==> src/rtl/serial_sub_pkg.sv <==
// rtl/serial_sub_pkg.sv - shared types and constants for the serial subtractor
//
// Contents:
//   state_t        FSM state encoding (IDLE / SHIFT / DONE)
//   DEFAULT_WIDTH  default operand width in bits
package serial_sub_pkg;

   localparam int DEFAULT_WIDTH = 8;

   typedef enum logic [1:0] {
      IDLE  = 2'd0,
      SHIFT = 2'd1,
      DONE  = 2'd2
   } state_t;

endpackage

==> src/rtl/serial_subtractor_if.sv <==
// rtl/serial_subtractor_if.sv - request/result bundle between a requester and the serial subtractor
//
// Signals:
//   start      requester -> subtractor  begin a subtraction (sampled while ready=1)
//   A, B, Bin  requester -> subtractor  minuend, subtrahend, borrow in
//   ready      subtractor -> requester  idle, start will be accepted
//   done       subtractor -> requester  one-cycle pulse, Diff/Bout (and Ovf) valid
//   Diff, Bout subtractor -> requester  registered result A-B-Bin and borrow out
//   Ovf        subtractor -> requester  two's-complement overflow, only with SERIAL_SUB_OVERFLOW_EN
// Modports: master (requester side), slave (subtractor side).
interface serial_subtractor_if
   import serial_sub_pkg::*;
#(
   parameter int WIDTH = DEFAULT_WIDTH
);

   logic             start;
   logic [WIDTH-1:0] A;
   logic [WIDTH-1:0] B;
   logic             Bin;
   logic             ready;
   logic             done;
   logic [WIDTH-1:0] Diff;
   logic             Bout;
`ifdef SERIAL_SUB_OVERFLOW_EN
   logic             Ovf;

   modport master (output start, A, B, Bin, input ready, done, Diff, Bout, Ovf);
   modport slave  (input start, A, B, Bin, output ready, done, Diff, Bout, Ovf);
`else
   modport master (output start, A, B, Bin, input ready, done, Diff, Bout);
   modport slave  (input start, A, B, Bin, output ready, done, Diff, Bout);
`endif

endinterface

==> src/rtl/full_subtractor.sv <==
// rtl/full_subtractor.sv - one-bit full subtractor
//
// Ports:
//   A, B  input  minuend and subtrahend bits
//   Bin   input  borrow in
//   Diff  output A ^ B ^ Bin
//   Bout  output borrow out: (~A & B) | (~(A ^ B) & Bin)
module full_subtractor (
   input  logic A,
   input  logic B,
   input  logic Bin,
   output logic Diff,
   output logic Bout
);

   assign Diff = A ^ B ^ Bin;
   assign Bout = (~A & B) | (~(A ^ B) & Bin);

endmodule

==> src/rtl/serial_subtractor.sv <==
// rtl/serial_subtractor.sv - bit-serial A - B - Bin, LSB first, one bit per clock
//
// Parameters:
//   WIDTH  operand width, 2..64
// Ports:
//   clk    clock, all state on the rising edge
//   rst    synchronous active-high reset, wins over start
//   bus    serial_subtractor_if.slave: start/A/B/Bin in, ready/done/Diff/Bout out
// Optional feature macro SERIAL_SUB_OVERFLOW_EN adds bus.Ovf (signed overflow,
// registered together with Diff).
// Timing: start accepted at edge k, Diff/Bout loaded at edge k+WIDTH with DONE,
// back in IDLE at edge k+WIDTH+1.
module serial_subtractor
   import serial_sub_pkg::*;
#(
   parameter int WIDTH = DEFAULT_WIDTH
) (
   input logic                clk,
   input logic                rst,
   serial_subtractor_if.slave bus
);

   localparam int CW = $clog2(WIDTH + 1);

   state_t           state;
   state_t           state_nxt;
   logic [WIDTH-1:0] a_sr;
   logic [WIDTH-1:0] b_sr;
   // Holds the WIDTH-1 result bits produced so far; the final bit is
   // concatenated on top when Diff is loaded.
   logic [WIDTH-2:0] d_sr;
   logic [WIDTH-1:0] d_next;
   logic             br;
   logic [CW-1:0]    cnt;
   logic             last;
   logic             bit_d;
   logic             bit_br;
   logic [WIDTH-1:0] diff_q;
   logic             bout_q;
   logic             ready;
   logic             done;

   full_subtractor u_fs (
      .A    (a_sr[0]),
      .B    (b_sr[0]),
      .Bin  (br),
      .Diff (bit_d),
      .Bout (bit_br)
   );

   assign last   = (cnt == CW'(WIDTH - 1));
   assign d_next = {bit_d, d_sr};

   // State register
   always_ff @(posedge clk) begin
      if (rst) begin
         state <= IDLE;
      end else begin
         state <= state_nxt;
      end
   end

   // Next-state logic
   always_comb begin
      state_nxt = state;
      case (state)
         IDLE:    if (bus.start) state_nxt = SHIFT;
         SHIFT:   if (last)      state_nxt = DONE;
         DONE:                   state_nxt = IDLE;
         default:                state_nxt = IDLE;
      endcase
   end

   // Outputs decoded from state
   always_comb begin
      ready = 1'b0;
      done  = 1'b0;
      case (state)
         IDLE:    ready = 1'b1;
         DONE:    done  = 1'b1;
         default: ;
      endcase
   end

   assign bus.ready = ready;
   assign bus.done  = done;
   assign bus.Diff  = diff_q;
   assign bus.Bout  = bout_q;

   // Datapath: operand shift registers, borrow flop, counter, result registers.
   // Diff/Bout are only written on the final SHIFT edge so partial results
   // never appear on the outputs.
   always_ff @(posedge clk) begin
      if (rst) begin
         a_sr   <= '0;
         b_sr   <= '0;
         d_sr   <= '0;
         br     <= 1'b0;
         cnt    <= '0;
         diff_q <= '0;
         bout_q <= 1'b0;
      end else begin
         case (state)
            IDLE: begin
               if (bus.start) begin
                  a_sr <= bus.A;
                  b_sr <= bus.B;
                  br   <= bus.Bin;
                  d_sr <= '0;
                  cnt  <= '0;
               end
            end
            SHIFT: begin
               a_sr <= a_sr >> 1;
               b_sr <= b_sr >> 1;
               br   <= bit_br;
               d_sr <= d_next[WIDTH-1:1];
               cnt  <= cnt + CW'(1);
               if (last) begin
                  diff_q <= d_next;
                  bout_q <= bit_br;
               end
            end
            default: ;
         endcase
      end
   end

`ifdef SERIAL_SUB_OVERFLOW_EN
   logic ovf_q;

   // On the last SHIFT cycle a_sr[0]/b_sr[0] are the original operand MSBs
   // and bit_d is the result MSB, so no extra copy of the operands is kept.
   always_ff @(posedge clk) begin
      if (rst) begin
         ovf_q <= 1'b0;
      end else if (state == SHIFT && last) begin
         ovf_q <= (a_sr[0] ^ b_sr[0]) & (bit_d ^ a_sr[0]);
      end
   end

   assign bus.Ovf = ovf_q;
`endif

endmodule

==> src/flat_wrapper.sv <==
// flat-port wrapper written by rule: the top's interface ports become plain ports
module serial_subtractor_flat import serial_sub_pkg::*;
#(
   parameter int WIDTH = DEFAULT_WIDTH
)
  (clk, rst, bus_start, bus_A, bus_B, bus_Bin, bus_ready, bus_done, bus_Diff, bus_Bout);
  serial_subtractor_if #(.WIDTH(WIDTH)) bus_i ();
  input logic clk;
  input logic rst;
  input wire logic [$bits(bus_i.start)-1:0] bus_start;
  input wire logic [$bits(bus_i.A)-1:0] bus_A;
  input wire logic [$bits(bus_i.B)-1:0] bus_B;
  input wire logic [$bits(bus_i.Bin)-1:0] bus_Bin;
  output wire logic [$bits(bus_i.ready)-1:0] bus_ready;
  output wire logic [$bits(bus_i.done)-1:0] bus_done;
  output wire logic [$bits(bus_i.Diff)-1:0] bus_Diff;
  output wire logic [$bits(bus_i.Bout)-1:0] bus_Bout;
  assign bus_i.start = bus_start;
  assign bus_i.A = bus_A;
  assign bus_i.B = bus_B;
  assign bus_i.Bin = bus_Bin;
  assign bus_ready = bus_i.ready;
  assign bus_done = bus_i.done;
  assign bus_Diff = bus_i.Diff;
  assign bus_Bout = bus_i.Bout;
  serial_subtractor #(.WIDTH(WIDTH)) u_core (.clk(clk), .rst(rst), .bus(bus_i));
endmodule
==> config.mk <==
export PLATFORM = sky130hd
export DESIGN_NAME = serial_subtractor_flat
export DESIGN_NICKNAME = d
export VERILOG_FILES = /design/src/rtl/serial_sub_pkg.sv /design/src/rtl/serial_subtractor_if.sv /design/src/rtl/full_subtractor.sv /design/src/rtl/serial_subtractor.sv /design/src/flat_wrapper.sv
export SDC_FILE = /design/constraint.sdc
export NUM_CORES = 1
export LEC_CHECK = 0
export CAP_MARGIN = 20
export CORE_MARGIN = 5
export CORE_UTILIZATION = 36
export DETAILED_ROUTE_END_ITERATION = 10
export GPL_TIMING_DRIVEN = 0
export PLACE_DENSITY = 0.59
export SETUP_SLACK_MARGIN = 0.02
export SYNTH_ARGS = -nofsm -noshare
export SYNTH_HDL_FRONTEND = slang
export SYNTH_SLANG_ARGS = --single-unit
==> constraint.sdc <==
create_clock -name clk -period 2.25 [get_ports clk]
set_clock_uncertainty 0.1 [all_clocks]
set_input_delay 0.45 -clock clk [delete_from_list [all_inputs] [get_ports clk]]
set_output_delay 0.45 -clock clk [all_outputs]
set_load 0.005 [all_outputs]
# Yosys cells after proc, flatten, opt, wreduce, memory -nomap -nowiden
# Cells that the tools add are included.
word_totals:
  ff_bits: 39
  output_inout_bits: 11
  in_bits: 20
  word_cells: 41
classes:
  n_bitwise: 7
  mux: 15
  reduce_logical: 5
  eq_ne: 5
  addsub: 1
op_table:
  columns: ["operator", "count"]
  rows:
  - ["one-hot mux 8 bit (2 select lines)", 2]
  - ["2-to-1 mux 8 bit", 2]
  - ["one-hot mux 7 bit (2 select lines)", 1]
  - ["one-hot mux 4 bit (2 select lines)", 1]
  - ["2-to-1 mux 7 bit", 1]
  - ["AND reduction 2 bit", 3]
  - ["adder 4 x 1 -> 4 bit (second input constant)", 1]
  - ["== test 4 x 3 -> 1 bit (second input constant)", 1]
  - ["2-to-1 mux 2 bit", 2]
  - ["2-to-1 mux 4 bit", 1]
  - ["one-hot mux 2 bit (2 select lines)", 1]
  - ["2-to-1 mux 1 bit", 3]
  - ["bitwise AND 1 bit", 2]
  - ["== test 2 x 1 -> 1 bit (second input constant)", 1]
  - ["== test 2 bit (second input constant)", 1]
  - ["zero test 2 bit", 1]
  - ["!= test 2 x 1 -> 1 bit (second input constant)", 1]
  - ["!= test 2 bit (second input constant)", 1]
  - ["NOT 1 bit", 2]
  - ["one-hot mux 1 bit (2 select lines)", 1]
  - ["nonzero test 2 bit", 1]
  - ["XOR 1 bit", 2]
  - ["bitwise OR 1 bit", 1]

# Longest topological paths before layout
depth:
  ltp_word: 5
  mapped_depth: 5
  depth_no_buf: 4

# Modules after synthesis
# A second synthesis with hierarchy kept.
hier_totals:
  cells_unflattened: 205
  hier_area_um2: 1780.5
modules_own_cells:
  columns: ["module", "cells_each", "seq_area_each_um2", "area_each_um2", "instances"]
  rows:
  - ["serial_subtractor", 201, 780.7, 1749.2, 1]
  - ["full_subtractor", 4, 0.0, 31.3, 1]

# Worst setup path after synthesis
# OpenSTA, ideal clock, no wires.
synth_timing:
  path_kind: "flip-flop to output port"
  start: "register u_core.state[0]"
  end: "output port bus_done"
  path_slack_ns: 0.824
  path_stages_with_launch: 4
  required_ns: 1.700
  n_path_buf: 2
  arrival_time_ns: 0.876
  cell_sequence: "dfxtp_1 -> buf_2 -> buf_1 -> nor2_1"
synth_via:
  elab_chain_len: 2
synth_rtl:
  columns: ["element", "line", "text"]
  rows:
  - ["start, declared", "serial_subtractor.sv:25", "state_t state;"]
  - ["start signal, assigned", "serial_subtractor.sv:59", "state <= state_nxt;"]
  - ["== test 2 bit", "serial_subtractor.sv:78", "case (state)"]
  - ["2-to-1 mux 1 bit", "serial_subtractor.sv:78", null]
  - ["end, declared", "flat_wrapper.sv:15", "output wire logic [$bits(bus_i.done)-1:0] bus_done;"]
# Every way passes these cells.

# Worst setup path after layout
# Same ends and word-level chain as after synthesis.

==> out/results.txt <==
Share of Yosys cell area claimed by the top area cell type = 44.2%
Antenna Cells = 0
NumNets Final = 266
Commonest non-fill, non-tap cell in the layout = dfxtp_1
DR DRC count = 0
Clock buffer count from CTS = 5
Post-Route WL = 4460 um
P&R area growth vs syn = 26.5%
Die area = 0.00641 mm2
# port buffers = 29
Worst-path maximum fanout = 10
Synth unique cells = 35
DR pass1 iterations = 4
Run status = finished, final reports clean
Hold WS = 375 ps
Post-Synthesis Cells = 208
Final ANT Viol Nets = 0
Worst path arrival time = 1600 ps
Top cell family by delay on the critical path = buffers and inverters
Post-layout util = 47.0%
Die X = 80.1 um
Grt total ovfl = 0
Share of layout cells above drive strength 1 = 13.9%
Post-route cell area = 0.00223 mm2
Top cells by area, synth = dfxtp_1, a21oi_1, nor2_1, a22oi_1, o31ai_1
Vias in the first global route = 1547
Total power = 1.40 mW
Pwr Density = 628 mW/mm2
Startpoint Class = flip-flop
HP Class = reg2reg
Largest net degree at the start of global routing = 13
Worst-path clk slew = 80 ps
Final Cycle Share = 95.5%
First-pass GRT wire length = 7750 um
Cell Chain, Critical Path = clkbuf_4, buf_4, nor2_1, clkdlybuf4s50_1
DRT iter0 DRCs = 120
Initial antenna violation count = 0
Final hold vios = 0
Core Box Area = 0.00475 mm2
Post-DP HPWL = 3130 um
Worst setup path class = reg2out
Initial Util = 37.2%
Minimum clock period = 2150 ps
Worst skew pair latency = 290 ps
Final TNS setup = 0 ps
Achievable frequency = 0.465 GHz
Top Ports = 31
Crit-path slowest cell = clkdlybuf4s50_1
Slew Viols, Final = 0
Mean post-synth cell area = 8.49 um2
GPL Wtd Cong = 0.745
Final setup fails = 0
Lkg Pwr = 0.836 nW
Buf/Inv on CP = 3
CTS tree = yes
Cell taking the most area after synthesis = dfxtp_1
Root Driver = clkbuf_8
RSZ-0062 raised after global routing = no
Post-Syn Area = 0.00177 mm2
Crit path largest cell delay = 500 ps
#FFs+latches synth = 39
Mapped Nets = 230
CP required = 1700 ps
Avg WL per Cell = 14.3 um
Setup crit end kind = output port
Tot GR Track Use = 15.6%
Slew @ Worst Pin = 505 ps
Via count = 1607
Yosys Warn Count = 0
Sequential element share of the synthesized area = 44.2%
DR vias/cell = 5.15
Hold buffers post-CTS = 0
Post-DP Area = 0.00214 mm2
Rows = 25
H-tree levels = 2
Die Y = 80.1 um
Post CTS Setup Buffer Count = 0
Clock tree sinks = 39
Peak VDD IR = 0.207 mV
Commonest cells after routing, fill and taps aside = dfxtp_1, nor2_1, clkdlybuf4s50_1
Maxcap violations = 0
Clock Tree Buf Depth = 2
Slew margin rel. = 66.3%
[per-stage QoR]
step | setup slack (ps) | cells
after floorplan | 824 | 208
after global placement | 129 | 304
after detailed placement | 165 | 304
after CTS | 28.6 | 312
after global routing | 31.0 | 312
final | 101 | 312
[registers in the layout (all words and copies together), names as in the netlist]
signal	count
u_core.bus.Diff	8
u_core.a_sr	8
u_core.state	2
u_core.br	1
u_core.b_sr	8
u_core.bus.Bout	1
u_core.cnt	4
u_core.d_sr	7
[area by class of cell]
cell class,instances,area [um2]
Buffer,19,119
Clock buffer,5,68.8
Clock inverter,3,15.0
Fill cell,483,2520
Inverter,9,33.8
Multi-Input combinational cell,141,842
Sequential cell,39,782
Tap cell,67,83.8
Timing Repair Buffer,29,290
[synth_stat cells]
cell type and n:
dfxtp_1 39, nor2_1 36, a21oi_1 27, nand3_1 10, inv_1 9, a22oi_1 8
o31ai_1 8, buf_2 7, nand2b_1 6, nor3_1 6, a211oi_1 5, clkbuf_1 5
nand2_1 5, o221a_2 5, or3b_2 5, buf_4 4, a22o_1 3, a221oi_1 2
buf_6 2, a311oi_1 1, a31oi_1 1, a32oi_1 1, and3b_1 1, buf_1 1
fa_1 1, ha_1 1, nor2b_1 1, nor4_1 1, o211a_1 1, o21a_1 1
o21ba_2 1, o21bai_1 1, o22ai_1 1, o2bb2ai_1 1, or3_1 1
[kinds of logic after synthesis]
| kind of cell | Yosys count | synth area share (%) |
|---|---|---|
| and+or+nand+nor | 72 | 19.4 |
| AOI/OAI and AO/OA | 67 | 26.4 |
| DFF | 39 | 44.2 |
| buffers and inverters | 28 | 8.14 |
| adders and majority gates | 2 | 1.84 |
[path summary, 6_finish.rpt]
path                                          from                 end  slack (ps)  depth (start not counted)
worst max-delay path               u_core.state[0]            bus_done         100                          4
worst min-delay path            u_core.bus.Diff[1]  u_core.bus.Diff[1]         370                          2
worst max register to register       u_core.cnt[0]  u_core.bus.Diff[7]         750                          4
worst min register to register  u_core.bus.Diff[1]  u_core.bus.Diff[1]         370                          2
[tightest hold or removal path, delay by kind of cell, from the launching register on]
family,cells,cell delay (ps)
DFF,1,310
AOI/OAI and AO/OA,2,120
[power breakdown]
part / internal [mW] / switching, mW
registers: 0.722 / 0.0194
logic: 0.102 / 0.100
clock network: 0.212 / 0.247
total: 1.04 / 0.366
[timing repair]
action / CTS / global route
gates cloned: 0 / 0
resized for setup: 2 / 4
setup endpoints to repair: 1 / 1
[per-layer routing]
metal	share of wire, %	vias to the layer above	track usage, %	routed length [um]
met1	47	741	22.1	2110
met5	0	-	0	0
met3	5.8	8	3.92	259
li1	-	813	-	-
met4	1.7	0	6.59	74
met2	45	45	22.4	2020
No activity file was read; power rests on OpenSTA's default activity.
